===== src/rtl/mul_pkg.sv =====
// rtl/mul_pkg.sv - op encodings, latency constant and tag-pipe entry for the multiply path
package mul_pkg;
   localparam int XLEN        = 32;
   localparam int MUL_LATENCY = 3;

   typedef enum logic [1:0] {
      MUL_OP_MUL    = 2'b00,
      MUL_OP_MULH   = 2'b01,
      MUL_OP_MULHSU = 2'b10,
      MUL_OP_MULHU  = 2'b11
   } mul_op_e;

   typedef struct packed {
      logic            valid;
      mul_op_e         op;
      logic [4:0]      rd;
      logic            corr;
      logic [XLEN-1:0] rs2;
   } mul_tag_t;
endpackage


===== src/rtl/mul_issue_ctrl_if.sv =====
// rtl/mul_issue_ctrl_if.sv - decode request, multiplier, writeback and flush signals of the issue controller
interface mul_issue_ctrl_if #(
   parameter int XLEN = 32
);
   logic              req_valid_i;
   logic              req_ready_o;
   logic [1:0]        req_op_i;
   logic [4:0]        req_rd_i;
   logic [XLEN-1:0]   req_rs1_i;
   logic [XLEN-1:0]   req_rs2_i;
   logic              flush_i;
   logic              mul_start_o;
   logic              mul_signed_o;
   logic [XLEN-1:0]   mul_x_o;
   logic [XLEN-1:0]   mul_y_o;
   logic [2*XLEN-1:0] mul_result_i;
   logic              wb_valid_o;
   logic              wb_ready_i;
   logic [4:0]        wb_rd_o;
   logic [XLEN-1:0]   wb_data_o;
   logic              busy_o;

   modport slave (
      input  req_valid_i, req_op_i, req_rd_i, req_rs1_i, req_rs2_i, flush_i,
             mul_result_i, wb_ready_i,
      output req_ready_o, mul_start_o, mul_signed_o, mul_x_o, mul_y_o,
             wb_valid_o, wb_rd_o, wb_data_o, busy_o
   );

   modport master (
      output req_valid_i, req_op_i, req_rd_i, req_rs1_i, req_rs2_i, flush_i,
             mul_result_i, wb_ready_i,
      input  req_ready_o, mul_start_o, mul_signed_o, mul_x_o, mul_y_o,
             wb_valid_o, wb_rd_o, wb_data_o, busy_o
   );
endinterface


===== src/rtl/mul_wb_fifo.sv =====
// rtl/mul_wb_fifo.sv - in-order writeback buffer with synchronous clear and occupancy count
module mul_wb_fifo #(
   parameter  int DEPTH = 4,
   parameter  int WIDTH = 37,
   localparam int CNT_W = $clog2(DEPTH + 1),
   localparam int PTR_W = (DEPTH > 1) ? $clog2(DEPTH) : 1
) (
   input  logic             clk_i,
   input  logic             rst_n_i,
   input  logic             clear_i,
   input  logic             push_i,
   input  logic [WIDTH-1:0] din_i,
   input  logic             pop_i,
   output logic [WIDTH-1:0] dout_o,
   output logic             empty_o,
   output logic [CNT_W-1:0] count_o
);
   logic [WIDTH-1:0] r_mem [DEPTH];
   logic [PTR_W-1:0] r_rd_ptr;
   logic [PTR_W-1:0] r_wr_ptr;
   logic [CNT_W-1:0] r_count;
   logic             w_empty;
   logic             w_full;
   logic             w_do_push;
   logic             w_do_pop;

   function automatic logic [PTR_W-1:0] ptr_inc(input logic [PTR_W-1:0] p);
      return (p == PTR_W'(DEPTH - 1)) ? '0 : p + 1'b1;
   endfunction

   assign w_empty   = (r_count == '0);
   assign w_full    = (r_count == CNT_W'(DEPTH));
   assign w_do_pop  = pop_i & ~w_empty;
   // A full buffer still takes a push when the head leaves in the same cycle.
   assign w_do_push = push_i & (~w_full | w_do_pop);

   always_ff @(posedge clk_i or negedge rst_n_i) begin
      if (!rst_n_i) begin
         r_rd_ptr <= '0;
         r_wr_ptr <= '0;
         r_count  <= '0;
      end else if (clear_i) begin
         r_rd_ptr <= '0;
         r_wr_ptr <= '0;
         r_count  <= '0;
      end else begin
         if (w_do_push) r_wr_ptr <= ptr_inc(r_wr_ptr);
         if (w_do_pop)  r_rd_ptr <= ptr_inc(r_rd_ptr);
         case ({w_do_push, w_do_pop})
            2'b10:   r_count <= r_count + CNT_W'(1);
            2'b01:   r_count <= r_count - CNT_W'(1);
            default: r_count <= r_count;
         endcase
      end
   end

   always_ff @(posedge clk_i) begin
      if (w_do_push && !clear_i) r_mem[r_wr_ptr] <= din_i;
   end

   assign dout_o  = r_mem[r_rd_ptr];
   assign empty_o = w_empty;
   assign count_o = r_count;
endmodule


===== src/rtl/mul_issue_ctrl.sv =====
// rtl/mul_issue_ctrl.sv - issue/writeback controller for the pipelined 32x32 multiplier
// Tags issued ops, corrects MULHSU, selects the result half and writes back in issue order.
module mul_issue_ctrl #(
   parameter int MUL_LATENCY = 3,
   parameter int FIFO_DEPTH  = 4,
   parameter int XLEN        = 32
) (
   input  logic            clk_i,
   input  logic            rst_n_i,
   mul_issue_ctrl_if.slave bus
);
   import mul_pkg::*;

   localparam int CNT_W  = $clog2(FIFO_DEPTH + 1);
   localparam int PIPE_D = MUL_LATENCY - 1;
   localparam int WB_W   = 5 + XLEN;

   mul_tag_t         r_pipe [PIPE_D];
   logic [CNT_W-1:0] r_inflight_cnt;
   logic [CNT_W-1:0] w_fifo_cnt;
   logic [CNT_W:0]   w_credit_used;
   logic             w_ready;
   logic             w_accept;
   logic             w_push;
   logic             w_pop;
   logic             w_fifo_empty;
   logic             w_wb_valid;
   mul_tag_t         w_new_tag;
   mul_tag_t         w_tail;
   logic [XLEN-1:0]  w_res_lo;
   logic [XLEN-1:0]  w_res_hi;
   logic [XLEN-1:0]  w_result;
   logic [WB_W-1:0]  w_fifo_din;
   logic [WB_W-1:0]  w_fifo_dout;

   // Registered counts only: a same-cycle pop frees its slot one cycle later.
   assign w_credit_used = {1'b0, r_inflight_cnt} + {1'b0, w_fifo_cnt};
   assign w_ready       = rst_n_i & ~bus.flush_i & (w_credit_used < (CNT_W+1)'(FIFO_DEPTH));
   assign w_accept      = bus.req_valid_i & w_ready;

   assign bus.req_ready_o  = w_ready;
   assign bus.mul_start_o  = w_accept;
   assign bus.mul_signed_o = (bus.req_op_i == MUL_OP_MULH);
   assign bus.mul_x_o      = bus.req_rs1_i;
   assign bus.mul_y_o      = bus.req_rs2_i;

   always_comb begin
      w_new_tag       = '0;
      w_new_tag.valid = w_accept;
      w_new_tag.op    = mul_op_e'(bus.req_op_i);
      w_new_tag.rd    = bus.req_rd_i;
      w_new_tag.corr  = (bus.req_op_i == MUL_OP_MULHSU) & bus.req_rs1_i[XLEN-1];
      w_new_tag.rs2   = bus.req_rs2_i;
   end

   always_ff @(posedge clk_i or negedge rst_n_i) begin
      if (!rst_n_i) begin
         for (int i = 0; i < PIPE_D; i++) r_pipe[i] <= '0;
      end else if (bus.flush_i) begin
         for (int i = 0; i < PIPE_D; i++) r_pipe[i].valid <= 1'b0;
      end else begin
         r_pipe[0] <= w_new_tag;
         for (int i = 1; i < PIPE_D; i++) r_pipe[i] <= r_pipe[i-1];
      end
   end

   assign w_tail   = r_pipe[PIPE_D-1];
   assign w_push   = w_tail.valid;
   assign w_res_lo = bus.mul_result_i[XLEN-1:0];
   assign w_res_hi = bus.mul_result_i[2*XLEN-1:XLEN];

   always_comb begin
      w_result = w_res_hi;
      case (w_tail.op)
         MUL_OP_MUL:    w_result = w_res_lo;
         // The multiplier ran unsigned; a negative rs1 over-counts the high half by rs2.
         MUL_OP_MULHSU: w_result = w_res_hi - (w_tail.corr ? w_tail.rs2 : '0);
         default:       w_result = w_res_hi;
      endcase
   end

   always_ff @(posedge clk_i or negedge rst_n_i) begin
      if (!rst_n_i) begin
         r_inflight_cnt <= '0;
      end else if (bus.flush_i) begin
         r_inflight_cnt <= '0;
      end else if (w_accept && !w_push) begin
         r_inflight_cnt <= r_inflight_cnt + CNT_W'(1);
      end else if (!w_accept && w_push) begin
         r_inflight_cnt <= r_inflight_cnt - CNT_W'(1);
      end
   end

   assign w_fifo_din = {w_tail.rd, w_result};
   assign w_wb_valid = ~w_fifo_empty;
   assign w_pop      = w_wb_valid & bus.wb_ready_i & ~bus.flush_i;

   mul_wb_fifo #(
      .DEPTH (FIFO_DEPTH),
      .WIDTH (WB_W)
   ) u_wb_fifo (
      .clk_i   (clk_i),
      .rst_n_i (rst_n_i),
      .clear_i (bus.flush_i),
      .push_i  (w_push),
      .din_i   (w_fifo_din),
      .pop_i   (w_pop),
      .dout_o  (w_fifo_dout),
      .empty_o (w_fifo_empty),
      .count_o (w_fifo_cnt)
   );

   assign bus.wb_valid_o = w_wb_valid;
   assign bus.wb_rd_o    = w_fifo_dout[WB_W-1:XLEN];
   assign bus.wb_data_o  = w_fifo_dout[XLEN-1:0];
   assign bus.busy_o     = (r_inflight_cnt != '0) | (w_fifo_cnt != '0);
endmodule


===== src/flat_wrapper.sv =====
// flat-port wrapper written by rule: the top's interface ports become plain ports
module mul_issue_ctrl_flat import mul_pkg::*;
#(
   parameter int MUL_LATENCY = 3,
   parameter int FIFO_DEPTH  = 4,
   parameter int XLEN        = 32
)
  (clk_i, rst_n_i, bus_req_valid_i, bus_req_op_i, bus_req_rd_i, bus_req_rs1_i, bus_req_rs2_i, bus_flush_i, bus_mul_result_i, bus_wb_ready_i, bus_req_ready_o, bus_mul_start_o, bus_mul_signed_o, bus_mul_x_o, bus_mul_y_o, bus_wb_valid_o, bus_wb_rd_o, bus_wb_data_o, bus_busy_o);
  mul_issue_ctrl_if #(.XLEN(XLEN)) bus_i ();
  input  logic clk_i;
  input  logic rst_n_i;
  input wire logic [$bits(bus_i.req_valid_i)-1:0] bus_req_valid_i;
  input wire logic [$bits(bus_i.req_op_i)-1:0] bus_req_op_i;
  input wire logic [$bits(bus_i.req_rd_i)-1:0] bus_req_rd_i;
  input wire logic [$bits(bus_i.req_rs1_i)-1:0] bus_req_rs1_i;
  input wire logic [$bits(bus_i.req_rs2_i)-1:0] bus_req_rs2_i;
  input wire logic [$bits(bus_i.flush_i)-1:0] bus_flush_i;
  input wire logic [$bits(bus_i.mul_result_i)-1:0] bus_mul_result_i;
  input wire logic [$bits(bus_i.wb_ready_i)-1:0] bus_wb_ready_i;
  output wire logic [$bits(bus_i.req_ready_o)-1:0] bus_req_ready_o;
  output wire logic [$bits(bus_i.mul_start_o)-1:0] bus_mul_start_o;
  output wire logic [$bits(bus_i.mul_signed_o)-1:0] bus_mul_signed_o;
  output wire logic [$bits(bus_i.mul_x_o)-1:0] bus_mul_x_o;
  output wire logic [$bits(bus_i.mul_y_o)-1:0] bus_mul_y_o;
  output wire logic [$bits(bus_i.wb_valid_o)-1:0] bus_wb_valid_o;
  output wire logic [$bits(bus_i.wb_rd_o)-1:0] bus_wb_rd_o;
  output wire logic [$bits(bus_i.wb_data_o)-1:0] bus_wb_data_o;
  output wire logic [$bits(bus_i.busy_o)-1:0] bus_busy_o;
  assign bus_i.req_valid_i = bus_req_valid_i;
  assign bus_i.req_op_i = bus_req_op_i;
  assign bus_i.req_rd_i = bus_req_rd_i;
  assign bus_i.req_rs1_i = bus_req_rs1_i;
  assign bus_i.req_rs2_i = bus_req_rs2_i;
  assign bus_i.flush_i = bus_flush_i;
  assign bus_i.mul_result_i = bus_mul_result_i;
  assign bus_i.wb_ready_i = bus_wb_ready_i;
  assign bus_req_ready_o = bus_i.req_ready_o;
  assign bus_mul_start_o = bus_i.mul_start_o;
  assign bus_mul_signed_o = bus_i.mul_signed_o;
  assign bus_mul_x_o = bus_i.mul_x_o;
  assign bus_mul_y_o = bus_i.mul_y_o;
  assign bus_wb_valid_o = bus_i.wb_valid_o;
  assign bus_wb_rd_o = bus_i.wb_rd_o;
  assign bus_wb_data_o = bus_i.wb_data_o;
  assign bus_busy_o = bus_i.busy_o;
  mul_issue_ctrl #(.MUL_LATENCY(MUL_LATENCY), .FIFO_DEPTH(FIFO_DEPTH), .XLEN(XLEN)) u_core (.clk_i(clk_i), .rst_n_i(rst_n_i), .bus(bus_i));
endmodule

===== config.mk =====
export PLATFORM = sky130hd
export DESIGN_NAME = mul_issue_ctrl_flat
export DESIGN_NICKNAME = d
export VERILOG_FILES = /design/src/rtl/mul_pkg.sv /design/src/rtl/mul_issue_ctrl_if.sv /design/src/rtl/mul_wb_fifo.sv /design/src/rtl/mul_issue_ctrl.sv /design/src/flat_wrapper.sv
export SDC_FILE = /design/constraint.sdc
export NUM_CORES = 1
export LEC_CHECK = 0
export CORE_MARGIN = 2
export CORE_UTILIZATION = 50
export DETAILED_ROUTE_END_ITERATION = 8
export MAX_ROUTING_LAYER = met4
export PLACE_DENSITY = 0.87
export SETUP_SLACK_MARGIN = 0.2
export SYNTH_ARGS = -nofsm -noshare
export SYNTH_HDL_FRONTEND = slang
export SYNTH_SLANG_ARGS = --single-unit

===== constraint.sdc =====
create_clock -name clk_i -period 4.4 [get_ports clk_i]
set_clock_uncertainty 0.15 [all_clocks]
set_input_delay 0.88 -clock clk_i [delete_from_list [all_inputs] [get_ports clk_i]]
set_output_delay 0.88 -clock clk_i [all_outputs]
set_load 0.05 [all_outputs]

# After elaboration in Yosys (flattened, before gate mapping)
# Memory sizes are Yosys's and may differ from the RTL's.
# Cells that the tools add are included.
[op_classes]
addsub = 8
magnitude_cmp = 1
n_eq_ne = 8
muxes = 17
bitwise = 13
reduce_logical = 14
[ops]
columns = ["cell", "count"]
rows = [
  ["$pmux W32 S2", 1],
  ["$mux W32", 1],
  ["$sub A32 B32 Y32", 1],
  ["$mux W2", 6],
  ["$mux W3", 4],
  ["$reduce_bool A3 Y1", 4],
  ["$eq A2 B2 Y1 const B", 5],
  ["$and A1 B1 Y1", 8],
  ["$add A3 B1 Y3 const B", 2],
  ["$pmux W3 S2", 1],
  ["$sub A3 B1 Y3 const B", 2],
  ["$add A2 B1 Y2 const B", 2],
  ["$add A3 B3 Y4", 1],
  ["$eq A2 B1 Y1 const B", 2],
  ["$lt A4 B3 Y1 const B", 1],
  ["$mux W1", 4],
  ["$reduce_bool A2 Y1", 2],
  ["$eq A3 B3 Y1 const B", 1],
  ["$logic_and A1 B1 Y1", 3],
  ["$logic_not A1 Y1", 3],
  ["$logic_not A3 Y1", 1],
  ["$not A1 Y1", 3],
  ["$logic_not A2 Y1", 1],
  ["$or A1 B1 Y1", 2],
]
[word_totals]
register_bits = 92
ramBits = 148
in_bits = 140
out_inout_bits = 106
word_cells = 76
memories = 1
[memory_table]
columns = ["name", "words", "width", "read_ports", "rd_ports_with_merged_regs", "write_ports", "line", "source"]
rows = [
  ["u_core.u_wb_fifo.r_mem", 4, 37, 1, 0, 1, "mul_wb_fifo.sv:18", "logic [WIDTH-1:0] r_mem [DEPTH];"],
]

# Longest topological paths before layout
[depth]
word_depth = 10
depth_mapped = 13

# Modules after synthesis
# Synthesis repeated with hierarchy kept, for this count alone.
[hier_totals]
hier_cells = 923
area_unflattened_um2 = 12223.0
[modules_own_cells]
columns = ["mod", "n_inst", "cells_each", "area_per_inst_um2", "seq_area_each_um2"]
rows = [
  ["mul_issue_ctrl", 1, 666, 6319.8, 2127.0],
  ["mul_wb_fifo", 1, 257, 5903.2, 4619.4],
]

# Worst setup path before layout
# OpenSTA, ideal clock, no wires.
[synth_path]
path_kind = "input-to-output"
from = "in bus_flush_i"
to = "out bus_mul_start_o"
t_arrival_ps = 3008
t_required_ps = 3370
slack_ps = 362
cell_stages = 5
n_path_buf = 1
cell_sequence = "clkbuf_1 or4b_1 a311oi_2 nand2_1 inv_1"
[synth_between]
elab_chain_cells = 4
[synth_lines]
columns = ["item", "line", "source"]
rows = [
  ["start: declaration", "flat_wrapper.sv:17", "input wire logic [$bits(bus_i.flush_i)-1:0] bus_flush_i;"],
  ["$not A1 Y1", "mul_issue_ctrl.sv:38", "assign w_ready = rst_n_i & ~bus.flush_i & (w_credit_used < (CNT_W+1)'(FIFO_DEPTH));"],
  ["$and A1 B1 Y1 (2 in series)", "mul_issue_ctrl.sv:38", ""],
  ["net bus_req_ready_o", "flat_wrapper.sv:20", "output wire logic [$bits(bus_i.req_ready_o)-1:0] bus_req_ready_o;"],
  ["$and A1 B1 Y1", "mul_issue_ctrl.sv:39", "assign w_accept = bus.req_valid_i & w_ready;"],
  ["end: declaration", "flat_wrapper.sv:21", "output wire logic [$bits(bus_i.mul_start_o)-1:0] bus_mul_start_o;"],
]
# The timed path passes the listed nets, and every way through them passes these cells.

# Worst setup path in the final report
[layout_path]
from = "in bus_mul_result_i[32]"
to = "mem u_core.u_wb_fifo.r_mem[1][28] (data pin)"
[layout_between]
elab_chain_cells = 2
[layout_lines]
columns = ["item", "line", "source"]
rows = [
  ["start: declaration", "flat_wrapper.sv:18", "input wire logic [$bits(bus_i.mul_result_i)-1:0] bus_mul_result_i;"],
  ["$sub A32 B32 Y32", "mul_issue_ctrl.sv:77", "MUL_OP_MULHSU: w_result = w_res_hi - (w_tail.corr ? w_tail.rs2 : '0);"],
  ["$pmux W32 S2", "mul_issue_ctrl.sv:74", "case (w_tail.op)"],
  ["net u_core.u_wb_fifo.din_i[28]", "mul_wb_fifo.sv:12", "input logic [WIDTH-1:0] din_i,"],
  ["end: declaration", "mul_wb_fifo.sv:18", ""],
]
# The timed path passes the listed nets, and every way through them passes these cells.

==> out/metrics.cfg <==
[cts]
insertion_delay_ns=0.51
cts_buffers=22
cts_setup_buffers=0
path_clk_slew_ns=0.07
post_cts_resized=0
root_buffer=clkbuf_16
cts_max_level=1
cts_tree=done
cts_sinks=240
cts_hold_buf=0
cts.path.max_buffers=3

[die]
ios=246
die_w_um=159
core_area_um2=23500
die_h_um=159
num_rows=56
dieArea_um2=25300
initial_utilization_pct=51.1

[yosys]
seq_area_frac_synth_pct=56.1
synth.distinct_cells=57
ys_ff_latch=240
syn_nets=1087
yosys_warnings=0
synthTopCellsByCount=edfxtp_1, dfrtp_1, nand2_1
synthCells=900
post-synth-top-count-cell=edfxtp_1
synth_edf_count=148
synth_area_leaders=edfxtp_1, dfrtp_1, mux2_2, mux4_2, ha_1
syn_area_um2=12000
async_flop_share_pct=38.3
yosysTopAreaCell=edfxtp_1
synth_top_flop_cell=edfxtp_1
avgSynthCellArea_um2=13.4
synth_top_area_share_pct=37.0

[detailed_routing]
firstDrtPassIters=5
drtIter0Drc=635
ant_nets=0
vias=7535
wire_per_inst_um=19.6
wl_um=26600
viasPerCell=5.53
drc=0

[sta]
fmax_mhz=253
rsz0062_at_grt=false
setup_viol=0
maxSlewHeadroom_pct=30.6
min_period_over_period_pct=90.0
min_period_ns=3.96
tightest_slew_ns=1.04
slew_viol_final=0
hold_viol=0
finalSetupTns_ns=0

[power]
power.leakage_nw=5.38
fin_total_pwr_mw=6.40
cellPowerDensity_nw_per_um2=441
vdd_ir_drop_max_v=0.000208

[placed_design]
place_inst=1317
io_buffers=183
gp_congestion=0.957
post-dp-hpwl_um=19700
placed_area_um2=13800

[global_routing]
grt_pass1_wl_um=41900
antenna_found_initial=5
grt_pass1_vias=7675
overflow=0
grt_max_degree=85
grtUsageTotal_pct=21.4

[critical_path]
cp.required_ns=4.49
ff2ff_path_depth=12
path_class=input port to register
cp_max_fo=4
worstPathArrival_ns=4.05
critPathCaptureType=register
worstSetupStartpointType=input port

[status]
outcome=complete, no violations

[cells_and_area]
syn2layout_area_growth_pct=20.5
final_nets=1209
multi_input_area_um2=4570
final_area_um2=14500
ff_latch_area_um2=6750
drive_gt1_share_pct=18.8
fillers=1811
final_cells=1362
utilization_pct=61.6

[hold_path]
hold_class=input port to asynchronous set/reset pin

[run]
max_cap_violations=0

[sequential cells by signal (all words and copies together), names as in the netlist]
name and flops:
u_core.w_push 1, u_core.u_wb_fifo.count_o 3, u_core.r_inflight_cnt 3, u_core.u_wb_fifo.r_rd_ptr 2, u_core.r_pipe 81, u_core.u_wb_fifo.r_mem 148
u_core.u_wb_fifo.r_wr_ptr 2
[cells in the final DEF, fill, tap and decap left out, types with 3 or more instances in the layout]
| master | Yosys | routed |
|---|---|---|
| clkdlybuf4s50_1 | 0 | 179 |
| edfxtp_1 | 148 | 148 |
| dfrtp_1 | 92 | 90 |
| nand2_1 | 88 | 88 |
| mux2_2 | 87 | 87 |
| a21oi_1 | 44 | 44 |
| ha_1 | 44 | 44 |
| o21ai_0 | 37 | 37 |
| mux4_2 | 37 | 37 |
| nor2_1 | 28 | 28 |
| clkbuf_16 | 0 | 23 |
| xnor2_1 | 21 | 21 |
| mux2i_1 | 21 | 21 |
| buf_4 | 64 | 21 |
| inv_1 | 19 | 19 |
| a21o_1 | 13 | 13 |
| xor2_1 | 12 | 12 |
| nand3_1 | 11 | 11 |
| nand2b_1 | 8 | 8 |
| nor3_1 | 7 | 7 |
| clkinv_1 | 0 | 7 |
| o21ai_1 | 6 | 6 |
| nand4_1 | 6 | 6 |
| nor2b_1 | 6 | 6 |
| diode_2 | 0 | 5 |
| o21bai_1 | 5 | 5 |
| a211oi_1 | 4 | 4 |
| and2_2 | 0 | 4 |
| clkinv_2 | 0 | 4 |
| a31oi_1 | 3 | 3 |
| or3_1 | 3 | 3 |
| and3_1 | 3 | 3 |
| a22oi_1 | 3 | 3 |
| fa_1 | 3 | 3 |
| clkbuf_1 | 30 | 3 |
| buf_12 | 0 | 3 |
[cells by family (layout without fill, tap and decap cells)]
| group | count (synthesis) | count (layout) | share of synthesized area [%] |
|---|---|---|---|
| compound gates | 135 | 135 | 6.94 |
| xor+xnor | 33 | 33 | 2.40 |
| other cells | 0 | 5 | 0 |
| simple gates | 176 | 176 | 6.74 |
| mux | 145 | 145 | 16.8 |
| flops | 240 | 240 | 56.1 |
| fa+ha+maj | 47 | 47 | 5.08 |
| buf+inv | 124 | 262 | 5.90 |
[worst paths after layout]
check	from	endpoint	slack (ns)
setup / recovery	bus_mul_result_i[32]	u_core.u_wb_fifo.r_mem[1][28]	0.44
hold / removal	rst_n_i	u_core.r_pipe[60]	0.35
setup reg to reg	u_core.r_pipe[32]	u_core.u_wb_fifo.r_mem[1][28]	0.66
hold reg to reg	u_core.r_pipe[81]	u_core.w_push	0.35
max in group asynchronous	rst_n_i	u_core.u_wb_fifo.r_rd_ptr[0]	2.68
min in group clk_i	u_core.r_pipe[81]	u_core.w_push	0.35
[worst max-delay path, stage by stage]
cell and delay (ns):
clkdlybuf4s50_1 0.48, inv_1 0.05, ha_1 0.21, fa_1 0.41, nand2b_1 0.21, a2111oi_2 0.31
nor2_1 0.15, o2111ai_1 0.21, a21oi_1 0.13, o31ai_1 0.32, xor2_1 0.11, mux2_2 0.27
mux2_2 0.30
[layer usage]
metal	share of wire, %	track usage [%]
met1	42	28.3
met4	3.3	8.22
met5	0	-
met2	48	33.8
met3	6.4	3.23
[final cells by class]
type | instances | share of cell area (%)
inverter | 19 | 0.492
tap | 319 | 2.75
clock inverter | 14 | 0.639
timing repair buffer | 203 | 13.9
clock buffer | 26 | 4.05
multi-input combinational | 536 | 31.6
sequential | 240 | 46.6
antenna | 5 | 0.0863
[metrics by stage]
step / hold WS (ns) / setup WS (ns)
global placement: 0.295 / 0.0362
global route: 0.366 / 0.218
floorplan: 0.289 / 0.362
detailed placement: 0.313 / -0.0550
CTS: 0.348 / 0.402
finish: 0.347 / 0.441
[power breakdown]
part	total (mW)	switching, mW	leakage, nW	internal, mW
registers	2.72	0.132	2.44	2.59
logic	1.88	1.08	2.61	0.799
clock network	1.79	0.781	0.334	1.01
Note: power is estimated with default switching activity, not from simulation.
